===== src/rtl/adc_ltc2308_scheduler_if.sv =====
// Sample stream from the LTC2308 scan scheduler: valid/ready handshake with a channel tag.
// With ADC_SCHED_TIMESTAMP_EN defined, each sample also carries its 16-bit frame stamp.
interface adc_ltc2308_scheduler_if;
    logic        out_valid;
    logic        out_ready;
    logic [11:0] out_data;
    logic [2:0]  out_chan;
    logic        out_last;
`ifdef ADC_SCHED_TIMESTAMP_EN
    logic [15:0] out_frame;

    modport master (output out_valid, out_data, out_chan, out_last, out_frame, input out_ready);
    modport slave  (input out_valid, out_data, out_chan, out_last, out_frame, output out_ready);
`else
    modport master (output out_valid, out_data, out_chan, out_last, input out_ready);
    modport slave  (input out_valid, out_data, out_chan, out_last, output out_ready);
`endif
endinterface


===== src/rtl/adc_ltc2308_scheduler.sv =====
// Channel-scan sequencer for the LTC2308 SPI driver. It tracks the one-frame config pipeline and
// buffers the tagged samples in a FIFO. Optional ADC_SCHED_TIMESTAMP_EN adds a frame stamp.
module adc_ltc2308_scheduler #(
    parameter int FIFO_DEPTH = 4,
    parameter bit IDLE_SLEEP = 1'b0
) (
    input  logic                            clock,
    input  logic                            reset,
    input  logic                            enable,
    input  logic                            mode,
    input  logic                            trigger,
    input  logic [7:0]                      chan_mask,
    output logic                            adc_start,
    output logic [3:0]                      adc_channel,
    output logic                            adc_sleep,
    input  logic                            adc_ready,
    input  logic [11:0]                     adc_data,
    output logic                            busy,
    output logic                            overflow,
    input  logic                            clear_overflow,
    adc_ltc2308_scheduler_if.master         stream
);

    localparam int AW = $clog2(FIFO_DEPTH);

    typedef enum logic [1:0] {S_IDLE, S_PRIME, S_RUN, S_DRAIN} state_t;

    typedef struct packed {
        logic [11:0] data;
        logic [2:0]  chan;
        logic        last;
`ifdef ADC_SCHED_TIMESTAMP_EN
        logic [15:0] frame;
`endif
    } entry_t;

    function automatic logic [2:0] first_chan(input logic [7:0] m);
        first_chan = 3'd0;
        for (int i = 7; i >= 0; i--)
            if (m[i]) first_chan = 3'(i);
    endfunction

    function automatic logic [2:0] highest_chan(input logic [7:0] m);
        highest_chan = 3'd0;
        for (int i = 0; i < 8; i++)
            if (m[i]) highest_chan = 3'(i);
    endfunction

    // Lowest enabled channel above cur; caller handles the wrap case.
    function automatic logic [2:0] next_chan(input logic [7:0] m, input logic [2:0] cur);
        next_chan = cur;
        for (int i = 7; i >= 0; i--)
            if (m[i] && i > int'(cur)) next_chan = 3'(i);
    endfunction

    state_t      state_q, state_d;
    logic [7:0]  mask_q, mask_d;
    logic [2:0]  chan_q, chan_d;
    logic [2:0]  pending_q, pending_d;
    logic        pending_last_q, pending_last_d;
    logic        push, push_last, at_top;

    always_comb begin
        // NOTE: every output gets a default first so no path through the case infers a latch.
        state_d        = state_q;
        mask_d         = mask_q;
        chan_d         = chan_q;
        pending_d      = pending_q;
        pending_last_d = pending_last_q;
        push           = 1'b0;
        push_last      = pending_last_q;
        at_top         = (chan_q == highest_chan(mask_q));

        case (state_q)
            S_IDLE: begin
                if (enable && chan_mask != 8'h00 && (!mode || trigger)) begin
                    state_d = S_PRIME;
                    mask_d  = chan_mask;
                    chan_d  = first_chan(chan_mask);
                end
            end
            S_PRIME, S_RUN: begin
                if (adc_ready) begin
                    // The strobe in PRIME returns data for an unknown earlier config; drop it.
                    push           = (state_q == S_RUN);
                    pending_d      = chan_q;
                    pending_last_d = at_top;
                    if (mode && at_top) begin
                        state_d = S_DRAIN;
                    end else begin
                        state_d = S_RUN;
                        if (at_top) begin
                            if (chan_mask != 8'h00) mask_d = chan_mask;
                            chan_d = first_chan(mask_d);
                        end else begin
                            chan_d = next_chan(mask_q, chan_q);
                        end
                    end
                end
            end
            S_DRAIN: begin
                if (adc_ready) begin
                    push      = 1'b1;
                    push_last = 1'b1;
                    state_d   = S_IDLE;
                end
            end
            default: state_d = S_IDLE;
        endcase

        if (!enable) begin
            state_d        = S_IDLE;
            mask_d         = mask_q;
            chan_d         = chan_q;
            pending_d      = pending_q;
            pending_last_d = pending_last_q;
            push           = 1'b0;
        end
    end

    always_ff @(posedge clock or posedge reset) begin
        // NOTE: registered state uses non-blocking assignments so all flops update together.
        if (reset) begin
            state_q        <= S_IDLE;
            mask_q         <= '0;
            chan_q         <= '0;
            pending_q      <= '0;
            pending_last_q <= 1'b0;
        end else begin
            state_q        <= state_d;
            mask_q         <= mask_d;
            chan_q         <= chan_d;
            pending_q      <= pending_d;
            pending_last_q <= pending_last_d;
        end
    end

    assign adc_start   = (state_q != S_IDLE);
    assign busy        = (state_q != S_IDLE);
    assign adc_channel = {1'b0, chan_q};
    assign adc_sleep   = (state_q == S_IDLE) ? IDLE_SLEEP : 1'b0;

`ifdef ADC_SCHED_TIMESTAMP_EN
    logic [15:0] frame_cnt;

    always_ff @(posedge clock or posedge reset) begin
        if (reset)          frame_cnt <= '0;
        else if (adc_ready) frame_cnt <= frame_cnt + 16'd1;
    end
`endif

    entry_t        mem [FIFO_DEPTH];
    entry_t        wr_entry, head;
    logic [AW:0]   wr_ptr, rd_ptr;
    logic          empty, full, pop, push_ok, drop;

    assign empty   = (wr_ptr == rd_ptr);
    assign full    = (wr_ptr[AW] != rd_ptr[AW]) && (wr_ptr[AW-1:0] == rd_ptr[AW-1:0]);
    assign pop     = !empty && stream.out_ready;
    // A full FIFO still takes a sample when the head leaves in the same cycle.
    assign push_ok = push && (!full || pop);
    assign drop    = push && full && !pop;

    always_comb begin
        wr_entry      = '0;
        wr_entry.data = adc_data;
        wr_entry.chan = pending_q;
        wr_entry.last = push_last;
`ifdef ADC_SCHED_TIMESTAMP_EN
        wr_entry.frame = frame_cnt;
`endif
    end

    always_ff @(posedge clock or posedge reset) begin
        if (reset) begin
            wr_ptr   <= '0;
            rd_ptr   <= '0;
            overflow <= 1'b0;
        end else begin
            if (push_ok) wr_ptr <= wr_ptr + 1'b1;
            if (pop)     rd_ptr <= rd_ptr + 1'b1;
            if (drop)                overflow <= 1'b1;
            else if (clear_overflow) overflow <= 1'b0;
        end
    end

    // NOTE: the storage array is left unreset; the pointers alone define which entries are valid.
    always_ff @(posedge clock) begin
        if (push_ok) mem[wr_ptr[AW-1:0]] <= wr_entry;
    end

    assign head             = mem[rd_ptr[AW-1:0]];
    assign stream.out_valid = !empty;
    assign stream.out_data  = head.data;
    assign stream.out_chan  = head.chan;
    assign stream.out_last  = head.last;
`ifdef ADC_SCHED_TIMESTAMP_EN
    assign stream.out_frame = head.frame;
`endif

endmodule


===== src/flat_wrapper.sv =====
// flat-port wrapper written by rule: the top's interface ports become plain ports
module adc_ltc2308_scheduler_flat 
#(
    parameter int FIFO_DEPTH = 4,
    parameter bit IDLE_SLEEP = 1'b0
)
  (clock, reset, enable, mode, trigger, chan_mask, adc_start, adc_channel, adc_sleep, adc_ready, adc_data, busy, overflow, clear_overflow, stream_out_valid, stream_out_data, stream_out_chan, stream_out_last, stream_out_ready);
  adc_ltc2308_scheduler_if stream_i ();
  input  logic clock;
  input  logic reset;
  input  logic enable;
  input  logic mode;
  input  logic trigger;
  input  logic [7:0] chan_mask;
  output logic adc_start;
  output logic [3:0] adc_channel;
  output logic adc_sleep;
  input  logic adc_ready;
  input  logic [11:0] adc_data;
  output logic busy;
  output logic overflow;
  input  logic clear_overflow;
  output wire logic [$bits(stream_i.out_valid)-1:0] stream_out_valid;
  output wire logic [$bits(stream_i.out_data)-1:0] stream_out_data;
  output wire logic [$bits(stream_i.out_chan)-1:0] stream_out_chan;
  output wire logic [$bits(stream_i.out_last)-1:0] stream_out_last;
  input wire logic [$bits(stream_i.out_ready)-1:0] stream_out_ready;
  assign stream_out_valid = stream_i.out_valid;
  assign stream_out_data = stream_i.out_data;
  assign stream_out_chan = stream_i.out_chan;
  assign stream_out_last = stream_i.out_last;
  assign stream_i.out_ready = stream_out_ready;
  adc_ltc2308_scheduler #(.FIFO_DEPTH(FIFO_DEPTH), .IDLE_SLEEP(IDLE_SLEEP)) u_core (.clock(clock), .reset(reset), .enable(enable), .mode(mode), .trigger(trigger), .chan_mask(chan_mask), .adc_start(adc_start), .adc_channel(adc_channel), .adc_sleep(adc_sleep), .adc_ready(adc_ready), .adc_data(adc_data), .busy(busy), .overflow(overflow), .clear_overflow(clear_overflow), .stream(stream_i));
endmodule

===== config.mk =====
export PLATFORM = sky130hd
export DESIGN_NAME = adc_ltc2308_scheduler_flat
export DESIGN_NICKNAME = d
export VERILOG_FILES = /design/src/rtl/adc_ltc2308_scheduler_if.sv /design/src/rtl/adc_ltc2308_scheduler.sv /design/src/flat_wrapper.sv
export SDC_FILE = /design/constraint.sdc
export NUM_CORES = 1
export LEC_CHECK = 0
export BUFFER_PORTS_ARGS = -buffer_cell sky130_fd_sc_hd__buf_2
export CELL_PAD_IN_SITES_DETAIL_PLACEMENT = 1
export CELL_PAD_IN_SITES_GLOBAL_PLACEMENT = 2
export CORE_MARGIN = 5
export CORE_UTILIZATION = 43
export CTS_CLUSTER_SIZE = 24
export DETAILED_ROUTE_END_ITERATION = 7
export MAX_ROUTING_LAYER = met4
export PLACE_DENSITY = 0.89
export SLEW_MARGIN = 15
export SYNTH_ARGS = -nofsm -noshare
export SYNTH_HDL_FRONTEND = slang
export SYNTH_SLANG_ARGS = --single-unit
export TNS_END_PERCENT = 50

===== constraint.sdc =====
create_clock -name clock -period 4.5 [get_ports clock]
set_clock_uncertainty 0.05 [all_clocks]
set_input_delay 0.45 -clock clock [delete_from_list [all_inputs] [get_ports clock]]
set_output_delay 0.45 -clock clock [all_outputs]
set_load 0.01 [all_outputs]

==> results of run 1 <==
## flip-flops by register name, indices dropped and copies added (netlist names)
register	count
u_core.wr_ptr	3
u_core.chan_q	3
u_core.pending_q	3
u_core.mem	64
u_core.mask_q	8
u_core.state_q	2
u_core.rd_ptr	3
u_core.pending_last_q	1
u_core.overflow	1
## worst max path at each step
stage / startpoint / to / depth (start not counted)
floorplan: u_core.state_q[0]$_DFFE_PP0P_ / u_core.mem[3][0]$_DFFE_PP_ / 7
global placement: u_core.state_q[0]$_DFFE_PP0P_ / u_core.mem[3][9]$_DFFE_PP_ / 6
detailed placement: u_core.state_q[1]$_DFFE_PP0P_ / u_core.mem[3][9]$_DFFE_PP_ / 6
CTS: u_core.state_q[0]$_DFFE_PP0P_ / u_core.mem[3][8]$_DFFE_PP_ / 6
global route: u_core.state_q[0]$_DFFE_PP0P_ / u_core.mem[3][0]$_DFFE_PP_ / 6
finish: u_core.state_q[1]$_DFFE_PP0P_ / u_core.mem[3][13]$_DFFE_PP_ / 6
## cells by family (layout without fill, tap and decap cells)
kind of cell,Yosys count,after routing,share of synthesized area
buf+inv,38,81,0.0423
simple gates,74,74,0.0905
compound gates,70,70,0.128
xor+xnor,7,7,0.0146
other cells,1,2,0.000892
fa+ha+maj,9,9,0.0268
mux,20,20,0.0973
flops,88,88,0.600
## through the flow
stage / total power [mW] / worst slack (ns) / hold slack (ns)
finish: 2.81 / 1.45 / 0.259
global route: 3.00 / 1.16 / 0.247
CTS: 2.84 / 1.42 / 0.249
detailed placement: 2.33 / 1.46 / 0.436
global placement: 2.29 / 1.60 / 0.419
floorplan: 2.03 / 2.17 / 0.402
## metal layers
| layer | part of all wire | wire length, um |
|---|---|---|
| met1 | 0.43 | 3740 |
| met2 | 0.51 | 4510 |
| met3 | 0.048 | 417 |
| met4 | 0.010 | 91 |
| met5 | 0 | 0 |
## worst register-to-register path: stages (launching register included)
cell and delay [ns]:
dfrtp_1 0.38, inv_1 0.09, ha_1 0.63, a21oi_1 0.13, nor3_1 0.21, nor2b_1 0.43
and2_1 0.76
## final cells by class
cell class,instances,area share
sequential,88,0.538
multi-input combinational,182,0.322
timing repair buffer,51,0.0550
tap,133,0.0355
clock buffer,10,0.0272
clock inverter,6,0.0115
inverter,14,0.0112
## cells in the final DEF, fill, tap and decap left out, types with 2 or more instances in the layout
cell / n
clkinv_4: 3
o21ai_1: 2
clkbuf_8: 9
o21a_1: 2
and2_1: 5
o221ai_1: 2
a21oi_1: 10
buf_2: 50
or4_1: 2
conb_1: 2
edfxtp_1: 64
nor4_1: 2
nand2_1: 16
o21ai_0: 11
mux2_2: 2
xnor2_1: 6
ha_1: 9
nor2b_1: 5
a32oi_1: 2
o31ai_1: 4
a21boi_0: 2
nand2b_1: 4
nand3_1: 5
o211ai_1: 4
a22o_1: 9
a31oi_1: 5
nor3_1: 8
o32a_1: 2
mux4_2: 16
a21o_1: 2
dfrtp_1: 24
nor2_1: 19
inv_1: 14
a311oi_1: 2
o41ai_1: 2
## power breakdown
group          switching (mW)  total, mW  internal, mW
logic                   0.589       1.12         0.533
registers               0.201       1.19         0.985
clock network           0.289      0.498         0.210
==> flow_summary.toml, run 1 <==
[yosys]
ys_seq_area_frac = 0.600
synthTopCellsByArea = "edfxtp_1 46%, dfrtp_1 14%, mux4_2 8.6%, ha_1 2.7%, a22o_1 1.9%"
yosys_most_used_dff = "edfxtp_1"
synth-seq-cells = 88
yosys.cell_types.count = 57
yosysTopAreaCell = "edfxtp_1"
synth.avg_cell_area_sq_um = 13.7
yosys-top-cells-count = "64 x edfxtp_1, 24 x dfrtp_1, 19 x nor2_1, 16 x mux4_2, 16 x nand2_1"
netlist_instances = 307
synth_edf_count = 64
syn_area_sq_um = 4200
yosysMostFrequentCell = "edfxtp_1"
yosys_warnings = 0
synthArstFlopShare = 0.273
synth_top_cell_area_share = 0.457

[setup_path]
worstSetupEndpointType = "flop"
path_max_fanout = 18
startpoint_type = "flop"
cpLargestDelayFamily = "simple AND/OR/NAND/NOR gates"
ff2ff_setup_slack_ns = 1.45
crit_path_cell_trace = "inv_1 > ha_1 > a21oi_1 > nor3_1 > nor2b_1 > and2_1"
cp.required_ns = 4.42
reg2reg_to = "u_core.mem[3][13]$_DFFE_PP_"
path_class = "reg2reg"
critPathArrivalTime_ns = 2.97
critical_path_buf_inv_count = 1
critPathSlowestCell = "and2_1"
slowest_delay_ns = 0.76
reg2reg_depth = 6
worstReg2RegStart = "u_core.state_q[1]$_DFFE_PP0P_"

[global_route]
grt_busiest_layer = "met2"
grtUsageMet2 = 0.270
grt_usage = 0.163
antenna_found_initial = 0
overflow = 0
grt_max_degree = 25
gr-usage-met1 = 0.203
grt_pass1_vias = 2758
grt_pass1_wl_um = 14400
met3_usage = 0.0231

[floorplanning]
dieHeight_um = 109
rows = 36
die_w_um = 109
core_area_sq_um = 9640
start_util = 0.436
die-area_sq_um = 11900
pin_count = 53

[placed_design]
dpl.cell_count = 468
port_buffers = 50
hpwlAfterDp_um = 6280
place.gp.congestion = 0.779
placed_cell_area_sq_um = 4510

[timing]
finalCriticalPeriod_ns = 3.05
rsz0062_at_grt = "false"
hold_viol_final = 0
fin_crit_sh = 0.677
finalSetupViolCount = 0
max_freq_ghz = 0.328
tightest_slew_ns = 1.01
timing.final.max_slew_violations = 0
fin_setup_tns_ns = 0
slew_headroom = 0.328

[routing]
wire_per_inst_um = 18.1
drcViolationCount = 0
firstDrtPassIters = 4
vias = 2605
wl_um = 8760
dr.first_iter.drc_count = 151
antenna_left = 0
viasPerCell = 5.38

[pwr]
vdd_drop_max_uv = 235
leakagePower_nw = 1.72
powerDensity_nw_per_um2 = 598

[cts]
cts_sinks = 88
post_cts_resized = 0
clock_latency_ns = 0.35
cts_buffers = 9
cts_buffer_depth = 2
cts_root_buf = "clkbuf_8"
clk_pin_slew_ns = 0.09
h-tree-depth = 3
post-cts-setup-buffer-count = 0
cts_tree = "yes"
postCtsHoldBufs = 0

[final_layout]
seqCellArea_sq_um = 2520
layout-drive-gt1-share = 0.262
fill_cells = 1008
finalNonFillerCells = 484
final_cell_area_sq_um = 4690
synthToLayoutAreaGrowth_pct = 11.5
fin_nets = 383
multi_input_area_sq_um = 1510
num_antenna_cells = 0
final_util = 0.486

[run_status]
outcome = "complete, no violations"

[worst_hold_path]
hold_start = "clear_overflow"
min_to = "u_core.overflow$_DFFE_PP0P_"
hold_class = "in2reg"
min_path_cells = 2

[run]
drv_cap = 0
(Power assumes the default switching activity.)
==> run 2: changes to the inputs <==
Settings changed: CORE_UTILIZATION 43 to 40, PLACE_DENSITY 0.89 to 0.84.
Clock period 4.5 ns to 2.9 ns, I/O delays scaled along.
==> run 2 against run 1 <==
Net effect:
- non-clock buffer count increased by 6
- register-to-register slack got worse by 0.92 ns
- critical path depth up 1
- critical endpoint is now u_core.mem[3][15]$_DFFE_PP_
- largest power group unchanged
- highest routed layer unchanged
==> flow_summary.toml, run 2 (same netlist as run 1, synthesis figures left out) <==
[run_status]
outcome = "complete, no violations"

[final_layout]
fill_cells = 1078
layout-drive-gt1-share = 0.275
multi_input_area_sq_um = 1510
final_cell_mix = "64 x edfxtp_1, 50 x buf_2, 24 x dfrtp_1"
synthToLayoutAreaGrowth_pct = 15.0
fin_nets = 389
final_cell_area_sq_um = 4830
final_common_cell = "edfxtp_1"
final_util = 0.470
seqCellArea_sq_um = 2520
largest_register_ffs = 64
num_antenna_cells = 0
finalNonFillerCells = 493

[pwr]
powerDensity_nw_per_um2 = 970
leakagePower_nw = 1.80
p_clk_frac = 0.235
finalPower_mw = 4.69
seqPwrFrac = 0.383
vdd_drop_max_uv = 345
internal_power_mw = 3.03
p_sw_mw = 1.66
swShare = 0.353
power_frac_comb = 0.382

[floorplanning]
rows = 37
core_area_sq_um = 10300
pin_count = 53
die-area_sq_um = 12700
die_w_um = 113
start_util = 0.409
dieHeight_um = 113

[setup_path]
reg2reg_to = "u_core.mem[3][15]$_DFFE_PP_"
reg2reg_depth = 7
path_max_fanout = 12
cp.required_ns = 2.92
path_class = "reg2reg"
critPathArrivalTime_ns = 2.38
startpoint_type = "flop"
worstSetupEndpointType = "flop"
startpoint = "u_core.state_q[0]$_DFFE_PP0P_"
ff2ff_setup_slack_ns = 0.54
worstReg2RegStart = "u_core.state_q[0]$_DFFE_PP0P_"

[timing]
setup_ws_ns = 0.538
rsz0062_at_grt = "false"
slew_headroom = 0.354
tightest_slew_ns = 0.968
timing.final.max_slew_violations = 0
fin_crit_sh = 0.815
finalSetupViolCount = 0
hold_viol_final = 0
finalCriticalPeriod_ns = 2.36
fin_setup_tns_ns = 0
max_freq_ghz = 0.423
whs_ns = 0.0747

[routing]
vias = 2653
wire_per_inst_um = 18.9
dr.first_iter.drc_count = 133
firstDrtPassIters = 4
antenna_left = 0
wl_um = 9300
viasPerCell = 5.38
drcViolationCount = 0

[cts]
h-tree-depth = 3
cts_root_buf = "clkbuf_8"
clock_latency_ns = 0.35
cts_tree = "yes"
post_cts_resized = 0
cts_sinks = 88
post-cts-setup-buffer-count = 0
cts_buffer_depth = 2
postCtsHoldBufs = 0
cts_buffers = 9
clk_pin_slew_ns = 0.08

[worst_hold_path]
hold_start = "clear_overflow"
min_path_cells = 2
hold_class = "in2reg"
min_to = "u_core.overflow$_DFFE_PP0P_"

[placed_design]
hpwlAfterDp_um = 6750
dpl.cell_count = 477
port_buffers = 50
dp_slack_ns = 0.561
placed_cell_area_sq_um = 4570
place.gp.congestion = 0.805

[global_route]
grt_pass1_vias = 2833
overflow = 0
antenna_found_initial = 0
grt_usage = 0.160
grt_max_degree = 25
grt_pass1_wl_um = 15500

[run]
drv_cap = 0
## run 2: power groups by stage
stage	Combinational (mW)	Clock, mW	Sequential, mW
2_1_floorplan	1.48	0	1.66
4_1_cts	1.83	1.13	1.80
3_5_place_dp	1.82	0	1.82
6_report	1.79	1.10	1.79
5_1_grt	1.99	1.19	1.83
3_3_place_gp	1.77	0	1.81
## run 2: worst max path at each step
| stage | slack, ns | end |
|---|---|---|
| 2_1_floorplan | 0.57 | u_core.mem[3][0]$_DFFE_PP_ |
| 3_3_place_gp | 0.65 | u_core.mask_q[7]$_DFFE_PP0P_ |
| 3_5_place_dp | 0.56 | u_core.mem[3][8]$_DFFE_PP_ |
| 4_1_cts | 0.51 | u_core.mem[3][15]$_DFFE_PP_ |
| 5_1_grt | 0.30 | u_core.mem[3][15]$_DFFE_PP_ |
| 6_report | 0.54 | u_core.mem[3][15]$_DFFE_PP_ |
## run 2: area by class of cell
class                   count  share of cell area
flip-flops and latches     88               0.522
multi-input cells         182               0.312
repair buffers             57              0.0652
well taps                 136              0.0352
clock inverters             7              0.0293
clock buffers               9              0.0256
inverters                  14              0.0109
## run 2: per-layer routing
metal / track usage / wire (um)
met5: - / 0
met4: 0.0577 / 149
met3: 0.0259 / 329
met2: 0.266 / 4690
met1: 0.199 / 4140
## run 2: critical path: stages, from the launching register on
cell and delay, ns:
dfrtp_1 0.39, inv_1 0.09, ha_1 0.32, a21oi_1 0.07, nor3_1 0.18, nor2b_1 0.39, and2_1 0.40, buf_12 0.20
